$ cat config.mk
export PLATFORM = sky130hd
export DESIGN_NAME = latency_mon
export DESIGN_NICKNAME = d
export VERILOG_FILES = /design/src/rtl/latency_mon_pkg.sv /design/src/rtl/latency_mon_chan.sv /design/src/rtl/latency_mon.sv
export SDC_FILE = /design/constraint.sdc
export NUM_CORES = 1
export LEC_CHECK = 0
export ABC_AREA = 1
export CAP_MARGIN = 20
export CORE_AREA = 4 4 292 237
export DETAILED_ROUTE_END_ITERATION = 12
export DIE_AREA = 0 0 296 241
export PLACE_DENSITY = 0.78
export SYNTH_ARGS = -nofsm -noshare
export SYNTH_HDL_FRONTEND = slang
export SYNTH_SLANG_ARGS = --single-unit
$ cat constraint.sdc
create_clock -name clk -period 4.2 [get_ports clk]
set_clock_uncertainty 0.15 [all_clocks]
set_input_delay 0.42 -clock clk [delete_from_list [all_inputs] [get_ports clk]]
set_output_delay 0.42 -clock clk [all_outputs]
set_load 0.1 [all_outputs]
$ cat src/rtl/latency_mon_pkg.sv
// Shared types and the saturate-or-wrap adder for the latency monitor.
// The adder works on a fixed 64-bit carrier so every instance can share it whatever its W.
package latency_mon_pkg;

    localparam int unsigned DEF_W     = 32'd32;
    localparam int unsigned DEF_P     = 32'd8;
    localparam int unsigned SUM_W_MAX = 32'd64;

    typedef logic [DEF_W-1:0]     stat_t;
    typedef logic [DEF_P-1:0]     pend_t;
    typedef logic [SUM_W_MAX-1:0] sum_t;

    // Adds a and b within a w-bit field: clamps to all-ones when sat, else keeps the low w bits.
    function automatic sum_t sat_add(input sum_t a, input sum_t b, input int unsigned w, input logic sat);
        logic [SUM_W_MAX:0] full;
        logic [SUM_W_MAX:0] lim;
        full = {1'b0, a} + {1'b0, b};
        lim  = ({{SUM_W_MAX{1'b0}}, 1'b1} << w) - {{SUM_W_MAX{1'b0}}, 1'b1};
        if (sat && (full > lim)) begin
            return lim[SUM_W_MAX-1:0];
        end else begin
            return full[SUM_W_MAX-1:0] & lim[SUM_W_MAX-1:0];
        end
    endfunction

endpackage

$ cat src/rtl/latency_mon_chan.sv
// One channel of the latency monitor: outstanding count, high-water mark,
// issue/retire/aggregate statistics and the sticky overflow/underflow flags.
module latency_mon_chan
    import latency_mon_pkg::*;
#(
    parameter int unsigned W   = 32'd32,
    parameter int unsigned P   = 32'd8,
    parameter bit          SAT = 1'b1
) (
    input  logic         clk,
    input  logic         rst_n,
    input  logic         i_issue,
    input  logic         i_retire,
    input  logic         i_clear,
    input  logic         i_freeze,
    output logic [P-1:0] o_pending_r,
    output logic [P-1:0] o_hwm_r,
    output logic [W-1:0] o_issue_cnt_r,
    output logic [W-1:0] o_retire_cnt_r,
    output logic [W-1:0] o_aggregate_cnt_r,
    output logic         o_err_ovf_r,
    output logic         o_err_udf_r
);

    typedef logic [W-1:0] stat_t;
    typedef logic [P-1:0] pend_t;

    pend_t r_pending;
    pend_t r_hwm;
    stat_t r_issue_cnt;
    stat_t r_retire_cnt;
    stat_t r_aggregate_cnt;
    logic  r_err_ovf;
    logic  r_err_udf;

    logic  w_at_max;
    logic  w_iss_ok;
    logic  w_ret_ok;
    pend_t w_pending_nxt;
    pend_t w_hwm_nxt;
    stat_t w_issue_sum;
    stat_t w_retire_sum;
    stat_t w_aggregate_sum;

    // Accept/reject each strobe and form next-state values; a retire may consume a same-cycle issue.
    always_comb begin
        w_at_max      = (r_pending == {P{1'b1}});
        w_iss_ok      = i_issue & ~(w_at_max & ~i_retire);
        w_ret_ok      = i_retire & ((r_pending != {P{1'b0}}) | i_issue);
        w_pending_nxt = r_pending + pend_t'(w_iss_ok) - pend_t'(w_ret_ok);
        if (w_pending_nxt > r_hwm) begin
            w_hwm_nxt = w_pending_nxt;
        end else begin
            w_hwm_nxt = r_hwm;
        end
        w_issue_sum     = stat_t'(sat_add(sum_t'(r_issue_cnt), sum_t'(w_iss_ok), W, SAT));
        w_retire_sum    = stat_t'(sat_add(sum_t'(r_retire_cnt), sum_t'(w_ret_ok), W, SAT));
        w_aggregate_sum = stat_t'(sat_add(sum_t'(r_aggregate_cnt), sum_t'(w_pending_nxt), W, SAT));
    end

    // Outstanding tracking keeps running through freeze.
    always_ff @(posedge clk or negedge rst_n) begin
        if (!rst_n) begin
            r_pending <= {P{1'b0}};
            r_hwm     <= {P{1'b0}};
        end else if (i_clear) begin
            r_pending <= {P{1'b0}};
            r_hwm     <= {P{1'b0}};
        end else begin
            r_pending <= w_pending_nxt;
            r_hwm     <= w_hwm_nxt;
        end
    end

    // Issue counter, enabled only on an accepted issue outside freeze.
    always_ff @(posedge clk or negedge rst_n) begin
        if (!rst_n) begin
            r_issue_cnt <= {W{1'b0}};
        end else if (i_clear) begin
            r_issue_cnt <= {W{1'b0}};
        end else if (!i_freeze && w_iss_ok) begin
            r_issue_cnt <= w_issue_sum;
        end
    end

    // Retire counter, enabled only on an accepted retire outside freeze.
    always_ff @(posedge clk or negedge rst_n) begin
        if (!rst_n) begin
            r_retire_cnt <= {W{1'b0}};
        end else if (i_clear) begin
            r_retire_cnt <= {W{1'b0}};
        end else if (!i_freeze && w_ret_ok) begin
            r_retire_cnt <= w_retire_sum;
        end
    end

    // Occupancy integral; idle cycles add nothing so the flop stays disabled.
    always_ff @(posedge clk or negedge rst_n) begin
        if (!rst_n) begin
            r_aggregate_cnt <= {W{1'b0}};
        end else if (i_clear) begin
            r_aggregate_cnt <= {W{1'b0}};
        end else if (!i_freeze && (w_pending_nxt != {P{1'b0}})) begin
            r_aggregate_cnt <= w_aggregate_sum;
        end
    end

    // Sticky error flags, released only by reset or clear.
    always_ff @(posedge clk or negedge rst_n) begin
        if (!rst_n) begin
            r_err_ovf <= 1'b0;
            r_err_udf <= 1'b0;
        end else if (i_clear) begin
            r_err_ovf <= 1'b0;
            r_err_udf <= 1'b0;
        end else begin
            r_err_ovf <= r_err_ovf | (i_issue & ~w_iss_ok);
            r_err_udf <= r_err_udf | (i_retire & ~w_ret_ok);
        end
    end

    assign o_pending_r       = r_pending;
    assign o_hwm_r           = r_hwm;
    assign o_issue_cnt_r     = r_issue_cnt;
    assign o_retire_cnt_r    = r_retire_cnt;
    assign o_aggregate_cnt_r = r_aggregate_cnt;
    assign o_err_ovf_r       = r_err_ovf;
    assign o_err_udf_r       = r_err_udf;

endmodule

$ cat src/rtl/latency_mon.sv
// Multi-channel issue/retire latency monitor: N_CH independent channels sharing
// clear and freeze, plus a busy summary taken straight from the pending flops.
module latency_mon
    import latency_mon_pkg::*;
#(
    parameter int unsigned W    = 32'd32,
    parameter int unsigned N_CH = 32'd4,
    parameter int unsigned P    = 32'd8,
    parameter bit          SAT  = 1'b1
) (
    input  logic                       clk,
    input  logic                       rst_n,
    input  logic [N_CH-1:0]            issue,
    input  logic [N_CH-1:0]            retire,
    input  logic                       clear,
    input  logic                       freeze,
    output logic [N_CH-1:0][P-1:0]     pending_r,
    output logic [N_CH-1:0][W-1:0]     issue_cnt_r,
    output logic [N_CH-1:0][W-1:0]     retire_cnt_r,
    output logic [N_CH-1:0][W-1:0]     aggregate_cnt_r,
    output logic [N_CH-1:0][P-1:0]     hwm_r,
    output logic [N_CH-1:0]            err_ovf_r,
    output logic [N_CH-1:0]            err_udf_r,
    output logic                       busy
);

    logic w_busy;

    if ((P > W) || (W > SUM_W_MAX) || (N_CH < 32'd1) || (N_CH > 32'd32)) begin : g_bad_params
        $error("latency_mon: unsupported parameters W=%0d P=%0d N_CH=%0d", W, P, N_CH);
    end

    for (genvar c = 0; c < N_CH; c++) begin : g_chan
        latency_mon_chan #(
            .W   (W),
            .P   (P),
            .SAT (SAT)
        ) u_chan (
            .clk               (clk),
            .rst_n             (rst_n),
            .i_issue           (issue[c]),
            .i_retire          (retire[c]),
            .i_clear           (clear),
            .i_freeze          (freeze),
            .o_pending_r       (pending_r[c]),
            .o_hwm_r           (hwm_r[c]),
            .o_issue_cnt_r     (issue_cnt_r[c]),
            .o_retire_cnt_r    (retire_cnt_r[c]),
            .o_aggregate_cnt_r (aggregate_cnt_r[c]),
            .o_err_ovf_r       (err_ovf_r[c]),
            .o_err_udf_r       (err_udf_r[c])
        );
    end

    // Busy while any channel has something outstanding.
    always_comb begin
        w_busy = 1'b0;
        for (int c = 0; c < int'(N_CH); c++) begin
            w_busy = w_busy | (pending_r[c] != {P{1'b0}});
        end
    end

    assign busy = w_busy;

endmodule

==> flow_summary.json, run 1 <==
{
  "status": "completed",
  "max_slew_margin_pct": 17.9,
  "drive_gt1_share_pct": 10.2,
  "switchingPower_mw": 12.9,
  "synth_area_leader_cell": "dfrtp_1",
  "start_kind": "flop",
  "synth_top_cell_area_share_pct": 34.1,
  "synth.most_common_cell": "nand2_1",
  "yosysWarnings": 0,
  "area_growth_pct": 28.0,
  "path_class": "flop to flop",
  "drt-total-wl_um": 115000,
  "yosysSeqAreaShare_pct": 34.1,
  "total_power_mw": 26.2,
  "initial_core_util_pct": 50.4,
  "cts-buffers-inserted": 52,
  "avgSynthCellArea_um2": 6.72,
  "die_width_um": 296,
  "vias_per_cell": 5.50,
  "synth_nets": 5149,
  "gp_congestion": 0.976,
  "synth_seq_cells": 456,
  "synthTopCellsByCount": "nand2_1, inv_1, dfrtp_1, nand3_1, nor2_1",
  "setup_ws_ns": 0.134,
  "post-place-ws_ns": -0.183,
  "first_global_vias": 32000,
  "rsz0062_at_grt": "yes",
  "fill_cells": 5947,
  "power_per_cell_area_mw_per_mm2": 611,
  "pwr-share-seq_pct": 20.4,
  "tightestPinTransition_ns": 1.23,
  "worst-r2r-cell-count": 22,
  "synthXorXnorAreaFrac_pct": 6.38,
  "clkPwrFrac_pct": 17.9,
  "clk_latency_ns": 0.61,
  "post_synth_num_cell_types": 46,
  "core_mm2": 0.0665,
  "crit_fanout": 7,
  "placed_cell_area_mm2": 0.0399,
  "timing.rr.start": "g_chan[3].u_chan.o_pending_r[6]",
  "netlist_area_mm2": 0.0335,
  "postLayoutCellArea_mm2": 0.0428,
  "htreeDepth": 2,
  "grt_max_degree": 149,
  "drt_first_pass_iters": 6,
  "min_to": "g_chan[3].u_chan.o_err_udf_r",
  "num_vias": 35600,
  "synthAdderAreaFrac_pct": 5.86,
  "diodes": 0,
  "synth-simple-area-share_pct": 38.3,
  "hold_depth": 3,
  "antenna_found_initial": 1,
  "top_layer": "met5",
  "num_rows": 85,
  "ant_nets": 0,
  "io_pins": 469,
  "peakVddDrop_mv": 0.584,
  "r2r-end": "g_chan[3].u_chan.o_aggregate_cnt_r[22]",
  "grt_overflow": 0,
  "drc": 0,
  "combPwrFrac_pct": 61.7,
  "critPathCaptureType": "flop",
  "r2r_slack_ns": 0.13,
  "period_share_pct": 96.8,
  "hpwlAfterDp_um": 83600,
  "cap_viol_max_count": 0,
  "wire_per_inst_um": 17.7,
  "met1Wirelength_um": 51700,
  "fin_nets": 5719,
  "cts_buffer_depth": 3,
  "synth_compound_area_share_pct": 6.25,
  "finalMaxSlewViolations": 0,
  "synth_top_family_by_area": "simple AND/OR/NAND/NOR gates",
  "grt_pass1_wl_um": 177000,
  "track_usage_pct": 30.4,
  "clkSinkCount": 456,
  "die_area_mm2": 0.0713,
  "p_int_mw": 13.3,
  "hold_path_class": "primary input to flop",
  "cts.reportedPaths.clkPinSlew_ns": 0.06,
  "fin_crit_ns": 4.07,
  "synthFlopType": "dfrtp_1",
  "drtIter0Drc": 3566,
  "p_sw_share_pct": 49.3,
  "p_leak_nw": 20.6,
  "holdCritStartpoint": "clear",
  "synth.area.mux_share_pct": 0,
  "die_h_um": 241,
  "root_buffer": "clkbuf_16",
  "required_ns": 4.58,
  "synth_area_leaders": "dfrtp_1, nand2_1, inv_1",
  "setup_viol": 0,
  "syn_inst": 4985,
  "hold_viol": 0,
  "max_freq_ghz": 0.246,
  "synth_edf_count": 0,
  "cts_tree": "done",
  "synth-async-reset-ratio_pct": 100,
  "port-buffer-count": 468,
  "met3_wirelength_um": 10900,
  "cp.arrival_ns": 4.45,
  "wl_met2_um": 48800
}
-- sequential cells by signal (all words and copies together) (netlist names) --
signal	flops
g_chan.u_chan.o_err_udf_r	4
g_chan.u_chan.o_retire_cnt_r	128
g_chan.u_chan.o_hwm_r	32
g_chan.u_chan.o_issue_cnt_r	128
g_chan.u_chan.o_aggregate_cnt_r	128
g_chan.u_chan.o_pending_r	32
g_chan.u_chan.o_err_ovf_r	4
-- power by group through the flow --
stage / Combinational [mW] / Sequential, mW / Clock, mW
after floorplan: 7.12 / 8.09 / 0
after detailed placement: 14.5 / 5.37 / 0
final: 16.2 / 5.34 / 4.68
after CTS: 14.6 / 5.31 / 4.77
after global routing: 17.6 / 5.39 / 4.94
after global placement: 14.2 / 5.36 / 0
-- cell usage in the layout, fill, tap and decap left out, types with 12 or more instances in the layout --
master	Yosys	routed
a22o_1	18	18
nand2_1	1762	1717
nand3_2	7	25
clkdlybuf4s50_1	0	465
dfrtp_2	0	21
inv_2	9	40
nor2_2	13	25
a21oi_1	95	72
xor2_1	188	185
nand4_1	175	175
clkinv_2	0	19
buf_12	0	14
a21oi_2	0	22
dfrtp_1	456	430
o21ai_1	13	17
clkbuf_16	0	57
o21ai_0	243	238
nand2_2	6	50
nor3_1	132	132
buf_6	8	12
ha_4	0	18
inv_1	594	558
ha_1	144	121
nand3_1	419	398
nor2_1	376	361
nand3b_1	33	33
xnor2_1	56	55
buf_4	18	171
-- cells by family (layout without fill, tap and decap cells) --
group | after synthesis | after routing
simple gates | 2978 | 2979
buf+inv | 760 | 1373
flops | 456 | 456
compound gates | 395 | 395
xor+xnor | 244 | 244
fa+ha+maj | 152 | 152
-- routing by layer --
layer,vias to the layer above,global-route usage [%]
li1,17100,-
met1,16700,45.5
met2,1567,44.5
met3,205,6.96
met4,2,7.89
met5,-,0
-- what timing repair did --
item	in CTS	in global routing
buffers inserted	0	24
endpoints found under the setup margin	37	160
cloned	0	9
pin swaps	0	66
hold buffers	1	0
hold endpoints to repair	82	0
gates resized for setup	8	222
-- worst max-delay path, stage by stage, from the launching register on --
cell       delay (ns)
dfrtp_4          0.50
inv_4            0.08
ha_4             0.12
nand4_1          0.11
or2_4            0.28
inv_2            0.05
nor2_2           0.04
ha_1             0.26
inv_1            0.04
ha_2             0.20
fa_2             0.60
inv_1            0.07
fa_2             0.36
inv_1            0.10
nand3_1          0.09
nand3_2          0.11
nand2_1          0.07
nand2_2          0.12
nand3_4          0.15
clkbuf_16        0.23
a21oi_1          0.14
nand2_1          0.07
nand2_1          0.06
-- per-stage QoR --
stage | utilization [%] | instances | TNS, ns | hold WS, ns
6_report | 64.5 | 6469 | 0 | 0.247
5_1_grt | 64.5 | 6469 | -2.08 | 0.251
4_1_cts | 62.8 | 6435 | -0.00755 | 0.216
3_5_place_dp | 60.1 | 6336 | -7.00 | 0.337
3_3_place_gp | 60.1 | 6336 | -1.43 | 0.329
2_1_floorplan | - | 4985 | 0 | -0.0256
-- area by class of cell --
| class | count | area (um2) | area share, % |
|---|---|---|---|
| multi-input cells | 3770 | 19800 | 46.2 |
| flip-flops and latches | 456 | 11500 | 26.7 |
| repair buffers | 669 | 6490 | 15.2 |
| inverters | 606 | 2290 | 5.35 |
| clock buffers | 72 | 1490 | 3.47 |
| well taps | 870 | 1090 | 2.54 |
| clock inverters | 26 | 243 | 0.567 |
-- worst max path at each step --
stage | start | end
after floorplan | g_chan[3].u_chan.o_pending_r[4] | g_chan[3].u_chan.o_aggregate_cnt_r[10]
after CTS | g_chan[0].u_chan.o_pending_r[2] | g_chan[0].u_chan.o_aggregate_cnt_r[12]
after global routing | g_chan[3].u_chan.o_pending_r[3] | g_chan[3].u_chan.o_aggregate_cnt_r[24]
final | g_chan[3].u_chan.o_pending_r[6] | g_chan[3].u_chan.o_aggregate_cnt_r[22]
after global placement | issue[1] | g_chan[1].u_chan.o_aggregate_cnt_r[27]
after detailed placement | issue[1] | g_chan[1].u_chan.o_aggregate_cnt_r[27]
Note: power is estimated with default switching activity, not from simulation.
==> run 2, diff against run 1 <==
- CORE_AREA: 4 4 292 237 -> 4 4 272 221
- DIE_AREA: 0 0 296 241 -> 0 0 276 225
- DONT_BUFFER_PORTS: not set -> 1
- PLACE_DENSITY: 0.78 -> 0.77
==> run 2 against run 1 <==
The flow now finishes with violations (negative hold slack). Critical path depth decreased by 4. Cell count decreased by 3.0%. Non-clock buffer count decreased by 88. First-iteration DRC count increased by 0.90%. Flip-flop and latch count unchanged. Count of clock-buffer cells in the layout decreased by 9. Worst hold slack got worse by 0.88 ns. Global-route usage increased by 3.8 points. Final area decreased by 5.0%. Register-to-register slack about the same. Critical path type unchanged. Highest routed layer is now met4.
==> flow_summary.json, run 2 (synthesized netlist as in run 1, its figures left out) <==
{
  "peakVddDrop_mv": 0.844,
  "path_class": "flop to flop",
  "clk_latency_ns": 0.61,
  "drtIter0Drc": 3598,
  "diodes": 0,
  "root_buffer": "clkbuf_16",
  "drive_gt1_share_pct": 16.5,
  "io_pins": 469,
  "fin_util_pct": 70.8,
  "setup_viol": 0,
  "combPwrFrac_pct": 60.7,
  "grt_overflow": 0,
  "first_global_vias": 32200,
  "layout_commonest_cell": "nand2_1",
  "p_leak_nw": 21.0,
  "cts_tree": "done",
  "critPathCaptureType": "flop",
  "vias_per_cell": 5.67,
  "die_area_mm2": 0.0621,
  "start_kind": "flop",
  "cts-buffers-inserted": 51,
  "antenna_found_initial": 0,
  "p_int_mw": 13.1,
  "hold_path_class": "primary input to asynchronous set/reset pin",
  "max_slew_margin_pct": 5.21,
  "failed_checks": "negative hold slack",
  "gp_congestion": 1.01,
  "die_h_um": 225,
  "mostFrequentLayoutCells": "nand2_1, inv_1, buf_4",
  "initial_core_util_pct": 58.2,
  "wire_per_inst_um": 18.0,
  "drc": 0,
  "multi_input_area_mm2": 0.0196,
  "register_area_mm2": 0.0115,
  "clkSinkCount": 456,
  "htreeDepth": 2,
  "cts_buffer_depth": 3,
  "cp.arrival_ns": 4.41,
  "required_ns": 4.54,
  "fill_cells": 4928,
  "track_usage_pct": 34.3,
  "clkPwrFrac_pct": 19.4,
  "finalMaxSlewViolations": 0,
  "period_share_pct": 96.7,
  "switchingPower_mw": 12.7,
  "num_vias": 35600,
  "hold_viol": 456,
  "port-buffer-count": 0,
  "finalSetupTns_ns": 0,
  "holdWs_ns": -0.630,
  "grt_max_degree": 457,
  "tightestPinTransition_ns": 1.42,
  "drt-total-wl_um": 113000,
  "hpwlAfterDp_um": 81500,
  "die_width_um": 276,
  "cts.reportedPaths.clkPinSlew_ns": 0.06,
  "core_mm2": 0.0575,
  "num_rows": 79,
  "max_freq_ghz": 0.246,
  "pwr-share-seq_pct": 19.9,
  "p_sw_share_pct": 49.3,
  "fin_crit_ns": 4.06,
  "area_growth_pct": 21.6,
  "crit_fanout": 17,
  "cap_viol_max_count": 0,
  "ant_nets": 0,
  "fin_nets": 5630,
  "drt_first_pass_iters": 6,
  "power_per_cell_area_mw_per_mm2": 633,
  "hold_buffers": 14,
  "grt_pass1_wl_um": 176000,
  "status": "finished with violations"
}
==> run 2: cell types whose count changed in the layout (fill, tap and decap cells not counted), sizes merged <==
cell and change:
inv +1, clkinvlp +4, buf +365, clkbuf -9
clkinv -7, bufinv +7, dlygate4sd3 +12, clkdlybuf4s50 -465
==> run 2: cell type report <==
cell class | count | share of cell area, %
inverter | 606 | 5.60
multi-input combinational | 3770 | 48.2
clock buffer | 63 | 3.34
tap | 769 | 2.36
sequential | 456 | 28.1
clock inverter | 31 | 1.14
timing repair buffer | 581 | 11.2
==> run 2: power groups by stage <==
stage          Sequential (mW)  Clock [mW]  Combinational (mW)
2_1_floorplan             8.09           0                7.12
3_3_place_gp              5.17           0                13.7
3_5_place_dp              5.19           0                13.9
4_1_cts                   5.12        5.05                14.1
5_1_grt                   5.17        5.23                17.0
6_report                  5.13        5.00                15.6
==> run 2: metal layers <==
layer	GRT usage (%)	routed length, um
met1	48.1	47600
met5	0	0
met3	9.57	12800
met2	51.2	48500
met4	12.1	4380
==> run 2: worst paths after layout <==
kind / depth (start not counted) / from / end / slack, ns
hold / removal: 0 / rst_n / g_chan[3].u_chan.o_retire_cnt_r[23] / -0.63
setup / recovery: 18 / g_chan[1].u_chan.o_pending_r[2] / g_chan[1].u_chan.o_issue_cnt_r[25] / 0.14
hold reg to reg: 2 / g_chan[3].u_chan.o_aggregate_cnt_r[16] / g_chan[3].u_chan.o_aggregate_cnt_r[16] / 0.35
min in group clk: 3 / clear / g_chan[3].u_chan.o_retire_cnt_r[11] / 0.07
setup reg to reg: 18 / g_chan[1].u_chan.o_pending_r[2] / g_chan[1].u_chan.o_issue_cnt_r[25] / 0.14
max in group asynchronous: 0 / rst_n / g_chan[1].u_chan.o_pending_r[2] / 3.30
==> run 2: critical path, cell delays in order, from the launching register on <==
cell     delay [ns]
dfrtp_2        0.41
buf_4          0.25
ha_1           0.24
nand2_1        0.05
nor2_1         0.05
a31oi_1        0.27
buf_4          0.24
ha_1           0.19
ha_1           0.20
nand2_1        0.07
nor2_1         0.29
nand3_2        0.25
nor2_2         0.19
nand2_1        0.16
nor2_4         0.36
inv_2          0.26
nand3_1        0.13
nand2_1        0.05
o21ai_0        0.10
==> run 2: through the flow <==
stage	total power, mW	hold slack (ns)	worst slack [ns]	area, um2	instances
finish	25.7	-0.630	0.139	40700	6276
global route	27.4	-0.659	-0.124	40700	6276
CTS	24.3	-0.652	0.00204	39800	6244
detailed placement	19.1	-0.0148	-0.0693	37800	6136
global placement	18.8	-0.0154	0.0921	37800	6136
floorplan	15.2	-0.0256	0.00676	33500	4985
==> run 2: what timing repair did <==
| action | CTS | global route |
|---|---|---|
| gates cloned | 0 | 7 |
| endpoints found under the hold margin | 596 | 456 |
| endpoints found under the setup margin | 53 | 160 |
| buffers inserted | 0 | 25 |
| pin swaps | 1 | 45 |
| resized for setup | 8 | 183 |
